[config.mk]
export PLATFORM = sky130hd
export DESIGN_NAME = sum_display_driver_flat
export DESIGN_NICKNAME = d
export VERILOG_FILES = /design/src/rtl/sum_display_pkg.sv /design/src/rtl/sum_display_if.sv /design/src/rtl/sum_display_driver_bin2bcd.sv /design/src/rtl/sum_display_driver.sv /design/src/flat_wrapper.sv
export SDC_FILE = /design/constraint.sdc
export NUM_CORES = 1
export LEC_CHECK = 0
export CAP_MARGIN = 20
export CORE_ASPECT_RATIO = 1.1
export CORE_MARGIN = 8
export CORE_UTILIZATION = 30
export CTS_CLUSTER_SIZE = 30
export DETAILED_ROUTE_END_ITERATION = 6
export GPL_TIMING_DRIVEN = 1
export SYNTH_ARGS = -nofsm -noshare
export SYNTH_HDL_FRONTEND = slang
export SYNTH_SLANG_ARGS = --single-unit
[constraint.sdc]
create_clock -name clk -period 4.3 [get_ports clk]
set_input_delay 0.86 -clock clk [delete_from_list [all_inputs] [get_ports clk]]
set_output_delay 0.86 -clock clk [all_outputs]
set_load 0.01 [all_outputs]
[src/rtl/sum_display_pkg.sv]
// Shared types and constants for the sum display driver.
// Segment patterns are {g,f,e,d,c,b,a}, active-low.
package sum_display_pkg;

  typedef enum logic [1:0] {
    IDLE  = 2'd0,
    SHIFT = 2'd1,
    DONE  = 2'd2
  } conv_state_e;

  localparam int NUM_DIGITS = 3;

  localparam logic [6:0] SEG_0     = 7'b1000000;
  localparam logic [6:0] SEG_1     = 7'b1111001;
  localparam logic [6:0] SEG_2     = 7'b0100100;
  localparam logic [6:0] SEG_3     = 7'b0110000;
  localparam logic [6:0] SEG_4     = 7'b0011001;
  localparam logic [6:0] SEG_5     = 7'b0010010;
  localparam logic [6:0] SEG_6     = 7'b0000010;
  localparam logic [6:0] SEG_7     = 7'b1111000;
  localparam logic [6:0] SEG_8     = 7'b0000000;
  localparam logic [6:0] SEG_9     = 7'b0010000;
  localparam logic [6:0] SEG_BLANK = 7'b1111111;

  localparam logic [3:0] ANODES_OFF = 4'b1111;

  // Non-decimal nibbles show nothing rather than garbage.
  function automatic logic [6:0] seg_decode(input logic [3:0] d);
    logic [6:0] s;
    case (d)
      4'd0:    s = SEG_0;
      4'd1:    s = SEG_1;
      4'd2:    s = SEG_2;
      4'd3:    s = SEG_3;
      4'd4:    s = SEG_4;
      4'd5:    s = SEG_5;
      4'd6:    s = SEG_6;
      4'd7:    s = SEG_7;
      4'd8:    s = SEG_8;
      4'd9:    s = SEG_9;
      default: s = SEG_BLANK;
    endcase
    return s;
  endfunction

  // Double-dabble correction; input nibble is at most 9 so 4 bits suffice.
  function automatic logic [3:0] add3(input logic [3:0] n);
    return (n >= 4'd5) ? n + 4'd3 : n;
  endfunction

endpackage

[src/rtl/sum_display_if.sv]
// Start/result handshake plus display pins of the sum display driver.
// master = requester/observer, slave = the driver itself.
interface sum_display_if;
  logic        start;
  logic [7:0]  value;
  logic        busy;
  logic        done;
  logic [11:0] bcd;
  logic [3:0]  an;
  logic [6:0]  seg;
  logic        dp;

  modport master (
    output start, value,
    input  busy, done, bcd, an, seg, dp
  );

  modport slave (
    input  start, value,
    output busy, done, bcd, an, seg, dp
  );
endinterface

[src/rtl/sum_display_driver_bin2bcd.sv]
// Sequential 8-bit binary to 3-digit BCD converter (shift-add-3).
// One bit per cycle; bcd only changes when a conversion completes.
module bin2bcd_seq
  import sum_display_pkg::*;
(
  input  logic        clk,
  input  logic        reset,
  input  logic        start_i,
  input  logic [7:0]  value_i,
  output logic        busy_o,
  output logic        done_o,
  output logic [11:0] bcd_o
);

  conv_state_e state_q, state_d;
  logic [7:0]  shreg_q, shreg_d;
  logic [11:0] scratch_q, scratch_d;
  logic [11:0] bcd_q, bcd_d;
  logic [2:0]  cnt_q, cnt_d;
  logic [11:0] adj;
  logic [19:0] shifted;

  // Corrected scratch and the combined left shift for this cycle.
  always_comb begin
    adj = {add3(scratch_q[11:8]),
           add3(scratch_q[7:4]),
           add3(scratch_q[3:0])};
    shifted = {adj, shreg_q} << 1;
  end

  // State register.
  always_ff @(posedge clk or posedge reset) begin
    if (reset) state_q <= IDLE;
    else       state_q <= state_d;
  end

  // Next-state logic; start is only looked at in IDLE.
  always_comb begin
    state_d = state_q;
    unique case (state_q)
      IDLE:    if (start_i) state_d = SHIFT;
      SHIFT:   if (cnt_q == 3'd7) state_d = DONE;
      DONE:    state_d = IDLE;
      default: state_d = IDLE;
    endcase
  end

  // Datapath next values: capture, shift, and commit on the 8th shift.
  always_comb begin
    shreg_d   = shreg_q;
    scratch_d = scratch_q;
    cnt_d     = cnt_q;
    bcd_d     = bcd_q;
    unique case (state_q)
      IDLE: begin
        if (start_i) begin
          shreg_d   = value_i;
          scratch_d = '0;
          cnt_d     = '0;
        end
      end
      SHIFT: begin
        scratch_d = shifted[19:8];
        shreg_d   = shifted[7:0];
        cnt_d     = cnt_q + 3'd1;
        if (cnt_q == 3'd7) bcd_d = shifted[19:8];
      end
      default: ;
    endcase
  end

  // Datapath registers.
  always_ff @(posedge clk or posedge reset) begin
    if (reset) begin
      shreg_q   <= '0;
      scratch_q <= '0;
      cnt_q     <= '0;
      bcd_q     <= '0;
    end else begin
      shreg_q   <= shreg_d;
      scratch_q <= scratch_d;
      cnt_q     <= cnt_d;
      bcd_q     <= bcd_d;
    end
  end

  // Handshake outputs decoded from state.
  always_comb begin
    busy_o = (state_q != IDLE);
    done_o = (state_q == DONE);
    bcd_o  = bcd_q;
  end

endmodule

[src/rtl/sum_display_driver.sv]
// Decimal display of the adder sum on a 4-digit common-anode display.
// Define LEADING_ZERO_BLANK_EN to blank leading zero digits.
module sum_display_driver
  import sum_display_pkg::*;
#(
  parameter int REFRESH_DIV = 100000
) (
  input logic         clk,
  input logic         reset,
  sum_display_if.slave bus
);

  localparam int CW = (REFRESH_DIV > 2) ? $clog2(REFRESH_DIV) : 1;
  localparam logic [CW-1:0] RC_MAX = CW'(REFRESH_DIV - 1);

  logic          busy_w;
  logic          done_w;
  logic [11:0]   bcd_w;

  logic [CW-1:0] rcnt_q, rcnt_d;
  logic [1:0]    idx_q, idx_d;
  logic [3:0]    an_q, an_d;
  logic [6:0]    seg_q, seg_d;
  logic [3:0]    digit;
  logic          off;
  logic          blank;

  bin2bcd_seq u_conv (
    .clk     (clk),
    .reset   (reset),
    .start_i (bus.start),
    .value_i (bus.value),
    .busy_o  (busy_w),
    .done_o  (done_w),
    .bcd_o   (bcd_w)
  );

  assign bus.busy = busy_w;
  assign bus.done = done_w;
  assign bus.bcd  = bcd_w;
  assign bus.an   = an_q;
  assign bus.seg  = seg_q;
  assign bus.dp   = 1'b1;

  // Refresh counter and digit index advance.
  always_comb begin
    rcnt_d = rcnt_q + CW'(1);
    idx_d  = idx_q;
    if (rcnt_q == RC_MAX) begin
      rcnt_d = '0;
      idx_d  = idx_q + 2'd1;
    end
  end

  // Digit select, anode pattern and leading-zero blanking.
  always_comb begin
    digit = bcd_w[3:0];
    an_d  = ANODES_OFF;
    off   = 1'b0;
    blank = 1'b0;
    unique case (idx_q)
      2'd0: begin
        digit = bcd_w[3:0];
        an_d  = 4'b1110;
      end
      2'd1: begin
        digit = bcd_w[7:4];
        an_d  = 4'b1101;
`ifdef LEADING_ZERO_BLANK_EN
        blank = (bcd_w[11:8] == 4'd0) && (bcd_w[7:4] == 4'd0);
`else
        blank = 1'b0;
`endif
      end
      2'd2: begin
        digit = bcd_w[11:8];
        an_d  = 4'b1011;
`ifdef LEADING_ZERO_BLANK_EN
        blank = (bcd_w[11:8] == 4'd0);
`else
        blank = 1'b0;
`endif
      end
      2'd3: begin
        an_d = ANODES_OFF;
        off  = 1'b1;
      end
      default: ;
    endcase
    seg_d = (off || blank) ? SEG_BLANK : seg_decode(digit);
  end

  // Scan state and registered display pins.
  always_ff @(posedge clk or posedge reset) begin
    if (reset) begin
      rcnt_q <= '0;
      idx_q  <= '0;
      an_q   <= ANODES_OFF;
      seg_q  <= SEG_BLANK;
    end else begin
      rcnt_q <= rcnt_d;
      idx_q  <= idx_d;
      an_q   <= an_d;
      seg_q  <= seg_d;
    end
  end

endmodule

[src/flat_wrapper.sv]
// flat-port wrapper written by rule: the top's interface ports become plain ports
module sum_display_driver_flat import sum_display_pkg::*;
#(
  parameter int REFRESH_DIV = 100000
)
  (clk, reset, bus_start, bus_value, bus_busy, bus_done, bus_bcd, bus_an, bus_seg, bus_dp);
  sum_display_if bus_i ();
  input logic clk;
  input logic reset;
  input wire logic [$bits(bus_i.start)-1:0] bus_start;
  input wire logic [$bits(bus_i.value)-1:0] bus_value;
  output wire logic [$bits(bus_i.busy)-1:0] bus_busy;
  output wire logic [$bits(bus_i.done)-1:0] bus_done;
  output wire logic [$bits(bus_i.bcd)-1:0] bus_bcd;
  output wire logic [$bits(bus_i.an)-1:0] bus_an;
  output wire logic [$bits(bus_i.seg)-1:0] bus_seg;
  output wire logic [$bits(bus_i.dp)-1:0] bus_dp;
  assign bus_i.start = bus_start;
  assign bus_i.value = bus_value;
  assign bus_busy = bus_i.busy;
  assign bus_done = bus_i.done;
  assign bus_bcd = bus_i.bcd;
  assign bus_an = bus_i.an;
  assign bus_seg = bus_i.seg;
  assign bus_dp = bus_i.dp;
  sum_display_driver #(.REFRESH_DIV(REFRESH_DIV)) u_core (.clk(clk), .reset(reset), .bus(bus_i));
endmodule
==> flow_metrics.tcl <==
set metrics [dict create \
    ys_seq_area_share_pct 51.59 \
    power.leakage_nw 1.704 \
    min_period_ns 2.652 \
    outcome "finished clean" \
    synth_edf_count 0 \
    end_kind "primary output" \
    cts_root_buf "clkbuf_16" \
    tightest_slew_ns 0.8652 \
    area_growth_pct 23.89 \
    cts_resized 0 \
    htree_levels 3 \
    grt_pass1_wl_microns 11530 \
    grt_max_degree 35 \
    final.setup.tns_ns 0 \
    cts_tree "yes" \
    post_synth_num_cell_types 42 \
    dieArea_sq_um 14330 \
    min_from "u_core.u_conv.scratch_q[9]$_DFFE_PP0P_" \
    port_buffers 34 \
    r2r_end "u_core.bus.seg[2]$_DFF_PP1_" \
    rows 39 \
    clk_pin_slew_ns 0.06 \
    stdcell_count 501 \
    routed_wl_microns 6648 \
    finalMaxSlewViolations 0 \
    p_total_mw 2.572 \
    nets 380 \
    setup_ws_ns 1.648 \
    post_dp_cell_area_sq_um 3706 \
    start_util_pct 30.89 \
    ys_ff_latch 66 \
    crit_fanout 21 \
    power.density_nw_per_um2 643.6 \
    gp_congestion 0.7872 \
    cts_hold_buf 0 \
    cts_max_path_buffers 2 \
    postRouteAntennaNets 0 \
    grt_pass1_vias 2354 \
    rsz0062_at_grt "no" \
    route.detailed.drc 0 \
    cts_num_sinks 66 \
    grt_use_met3_pct 2.910 \
    cts_setup_buffers 0 \
    cts_buffers 9 \
    pre_cts_slack_ns 2.002 \
    cp-start-kind "flip-flop" \
    worst_r2r_path_depth 6 \
    num_vias 2376 \
    relSlewSlack_pct 42.32 \
    fmaxAchievable_ghz 0.3771 \
    via_per_inst 4.743 \
    drt_iter0_markers 124 \
    busiest_layer "met2" \
    numPlacedInstances 485 \
    synth_area_sq_um 3226 \
    drive_above_1_share_pct 9.777 \
    min_path_type "reg -> reg" \
    synth.yosys.warnings 0 \
    grt_util_met1_pct 13.06 \
    synthCells 318 \
    clk-insertion-delay-late_ns 0.32 \
    die_h_microns 124.8 \
    die_width_microns 114.9 \
    setup_violations 0 \
    diodes 0 \
    crit_required_ns 3.44 \
    holdWs_ns 0.4804 \
    synth.avg_cell_area_sq_um 10.14 \
    r2r_slack_ns 2.09 \
    fin_crit_sh_pct 61.67 \
    ys.flop_type "dfrtp_1" \
    grtUsageTotal_pct 9.903 \
    whs_path_depth 2 \
    fin_area_sq_um 3996 \
    setup.worst_path.class "reg -> out" \
    final_util_pct 38.27 \
    gr-total-overflow 0 \
    clock_skew_ns 0.007584 \
    boundaryPins 37 \
    nFillCells 1050 \
    hold_viol 0 \
    async_flop_share_pct 100.0 \
    grt_use_met2_pct 14.63 \
    drv_cap 0 \
    ir_drop_v 0.0002192 \
    antenna_found_initial 0 \
    dr.pass1.iters 4 \
    hold_end "u_core.u_conv.scratch_q[9]$_DFFE_PP0P_" \
    wl_per_cell_microns 13.27 \
    arrival_ns 1.79 \
    hpwl_microns 4819 \
    core_sq_um 10440 \
    r2r-start "u_core.idx_q[0]$_DFFE_PP0N_" \
]
==> cell usage in the layout (no fill, tap or decap), types with 3 or more instances in the layout <==
master           synthesis  final
a21o_1                   5      5
a21oi_1                 17     17
a22o_1                   5      5
a22oi_1                  4      4
a2bb2oi_1                4      4
buf_4                    2      3
clkbuf_1                 8      3
clkbuf_16                0      9
clkdlybuf4s50_1          0     34
dfrtp_1                 56     56
dfstp_2                 10     10
ha_1                    16     16
inv_1                   17     16
mux2_2                   4      4
nand2_1                 35     35
nand2b_1                 4      4
nand3_1                  6      6
nand4_1                  3      3
nor2_1                  19     19
nor2b_1                  3      3
nor3_1                   8      8
nor3b_1                 10     10
o21ai_0                 33     33
o21bai_1                 3      3
or3_1                    3      3
xnor2_1                 14     14
xor2_1                   6      6
==> worst max-delay path by stage <==
stage,slack (ns),from,cells past startpoint,endpoint
floorplan,1.80,reset,1,u_core.idx_q[0]$_DFFE_PP0N_
global placement,2.02,u_core.u_conv.state_q[0]$_DFFE_PP0P_,2,bus_busy
detailed placement,2.00,u_core.u_conv.state_q[0]$_DFFE_PP0P_,2,bus_busy
CTS,1.65,u_core.u_conv.state_q[0]$_DFFE_PP0P_,2,bus_busy
global route,1.56,u_core.u_conv.state_q[0]$_DFFE_PP0P_,2,bus_busy
finish,1.65,u_core.u_conv.state_q[0]$_DFFE_PP0P_,2,bus_busy
==> flip-flops by register name, indices dropped and copies added (netlist names) <==
register                 cells
u_core.bus.an                3
u_core.bus.seg               7
u_core.idx_q                 2
u_core.rcnt_q               17
u_core.u_conv.bcd_o         12
u_core.u_conv.cnt_q          3
u_core.u_conv.scratch_q     12
u_core.u_conv.shreg_q        8
u_core.u_conv.state_q        2
==> synth_stat cells (8+ instances only) <==
cell type	count	area [sq um]
a21oi_1	17	85.08
nor3b_1	10	75.07
nor3_1	8	40.04
inv_1	17	63.81
o21ai_0	33	165.2
nand2_1	35	131.4
dfstp_2	10	262.8
dfrtp_1	56	1401
xnor2_1	14	122.6
nor2_1	19	71.32
ha_1	16	200.2
clkbuf_1	8	30.03
==> cells by family (layout without fill, tap and decap cells) <==
family	after synthesis	in the layout	synth area share (%)
and+or+nand+nor	103	103	16.60
DFF	66	66	51.59
adders and majority gates	16	16	6.206
muxes	5	5	1.707
other	1	2	0.1163
AOI/OAI and AO/OA	76	76	14.35
buffers and inverters	31	70	3.995
xor gates and xnor gates	20	20	5.431
==> power by group <==
part / switching [mW] / internal (mW)
sequential: 0.157 / 0.826
clock: 0.247 / 0.463
combinational: 0.448 / 0.432
total: 0.851 / 1.72
==> cell type report <==
| type | count | area [sq um] | area share, % |
|---|---|---|---|
| inverters | 17 | 63.81 | 1.597 |
| repair buffers | 37 | 362.8 | 9.080 |
| well taps | 143 | 178.9 | 4.477 |
| clock inverters | 3 | 40.04 | 1.002 |
| clock buffers | 13 | 250.2 | 6.262 |
| flip-flops and latches | 66 | 1664 | 41.64 |
| multi-input cells | 222 | 1436 | 35.94 |
==> routing by layer <==
| metal | part of all wire, % | wire length, microns | vias to the layer above |
|---|---|---|---|
| li1 | - | - | 1176 |
| met1 | 48 | 3224 | 1150 |
| met2 | 46 | 3044 | 44 |
| met3 | 4.5 | 296 | 6 |
| met4 | 1.2 | 82 | 0 |
| met5 | 0 | 0 | - |
==> worst max-delay path, stage by stage (launching register included) <==
cell	delay [ns]
dfrtp_1	0.72
or2_2	0.21
clkdlybuf4s50_1	0.53
No activity file was read; power rests on OpenSTA's default activity.
==> patch, RTL diff (same flow settings) <==
`shreg_q` no longer has a reset.
--- a/src/rtl/sum_display_driver_bin2bcd.sv
+++ b/src/rtl/sum_display_driver_bin2bcd.sv
@@ -72,16 +72,18 @@
   // Datapath registers.
   always_ff @(posedge clk or posedge reset) begin
     if (reset) begin
-      shreg_q   <= '0;
       scratch_q <= '0;
       cnt_q     <= '0;
       bcd_q     <= '0;
     end else begin
-      shreg_q   <= shreg_d;
       scratch_q <= scratch_d;
       cnt_q     <= cnt_d;
       bcd_q     <= bcd_d;
     end
+  end
+
+  always_ff @(posedge clk) begin
+    shreg_q <= shreg_d;
   end
 
   // Handshake outputs decoded from state.
Function: no difference found for any inputs over 10 cycles, from zero or initial values and one cycle with reset high; that may be too few to reach the edited logic, so the function may still have changed.
==> patch against the unedited design <==
Power rose by 3.3%; wire length fell by 2.7%; area after synthesis fell by 1.2%; sequential cell count did not move; setup slack improved by 0.26 ns; cell count fell by 2.2%; via count fell by 5.1%; cell area fell by 0.69%.
==> patch: results (changes against the unedited design) <==
- Status: completed
- Placed cell area: 0.00367 mm2 (-0.98%)
- DRT met1 WL: 2930 um (-9.2%)
- Slowest cell delay on critical path: 0.48 ns (-0.24 ns)
- Layout cells sized above 1: 0.110 (+0.0117)
- Worst path slowest cell: clkdlybuf4s50_1
- Nets@finish: 369 (-2.9%)
- LEAKAGE: 0.00170 uW (-0.20%)
- Overall routing resource usage: 0.0984 (-0.000683)
- Worst Hold Class: reg -> reg
- Worst Skew: 0.00557 ns (-0.00202 ns)
- Worst vdd ir: 0.244 mV (+11%)
- Hold Crit Depth: 1 (-1)
- Worst reg2reg setup slack: 2.17 ns (+0.08 ns)
- # diodes: 0 (unchanged)
- Synth cell types: 45 (+7.1%)
- Routed vias: 2,254 (-5.1%)
- Fill cells: 1,003 (-4.5%)
- Crit Path Category: reg -> out
- Routability-driven placement congestion ratio: 0.877 (+11%)
- Iter 0 DRT Violations: 114 (-8.1%)
- Dpl ws: 2.03 ns (+0.0232 ns)
- Post-DP HPWL: 4640 um (-3.8%)
- Placed insts: 474 (-2.3%)
- Critical path's top delay family: buffers and inverters
- Sequential area share after synthesis: 0.535 (+0.0188)
- Final Critical Period: 2.39 ns (-0.262 ns)
- Routing usage on met3: 0.0339 (+0.00485)
- Vias in the first global route: 2,195 (-6.8%)
- Final WL: 6470 um (-2.7%)
- Relative slew slack: 0.454 (+0.0308)
- Power per cell area: 670 mW/mm2 (+4.1%)
- Syn_area_per_cell: 10.4 um2 (+2.7%)
- Final core occ: 0.382 (-0.000851)
- Met2 WL: 3130 um (+2.9%)
- Pin count of the biggest net entering global routing: 39 (+11%)
- Clk power: 728 uW (+3%)
- Worst hold path endpoint: u_core.rcnt_q[15]
- Initial antenna violation count: 0 (unchanged)
- Crit path max fanout: 6 (-71%)
- Post-synth EDFFs: 8 (+8)
- Hold_sp: u_core.rcnt_q[15]
- First-pass GRT wire length: 10,900 um (-5.3%)
- Met3 WL: 283 um (-4.4%)
- Min Hold Slack: 0.503 ns (+0.0223 ns)
-- patch: cell types whose count changed after synthesis, moves of 4 or more --
cell      before  now
o21ai_0       33   22
nand2_1       35   47
dfrtp_1       56   48
nor3b_1       10    6
edfxtp_1       0    8
nor2_1        19   15
a21oi_1       17   13
-- patch: final cells by class --
| cell class | count | share of cell area |
|---|---|---|
| sequential | 66 | 0.429 |
| multi-input combinational | 211 | 0.343 |
| timing repair buffer | 37 | 0.0914 |
| clock buffer | 14 | 0.0665 |
| tap | 143 | 0.0451 |
| inverter | 17 | 0.0161 |
| clock inverter | 2 | 0.00883 |
-- patch: cells by family after synthesis --
kind of cell | Yosys count | synth area share
mux | 8 | 0.0279
fa+ha+maj | 16 | 0.0628
simple gates | 109 | 0.172
other cells | 1 | 0.00118
compound gates | 58 | 0.113
flops | 66 | 0.535
xor+xnor | 18 | 0.0495
buf+inv | 30 | 0.0397
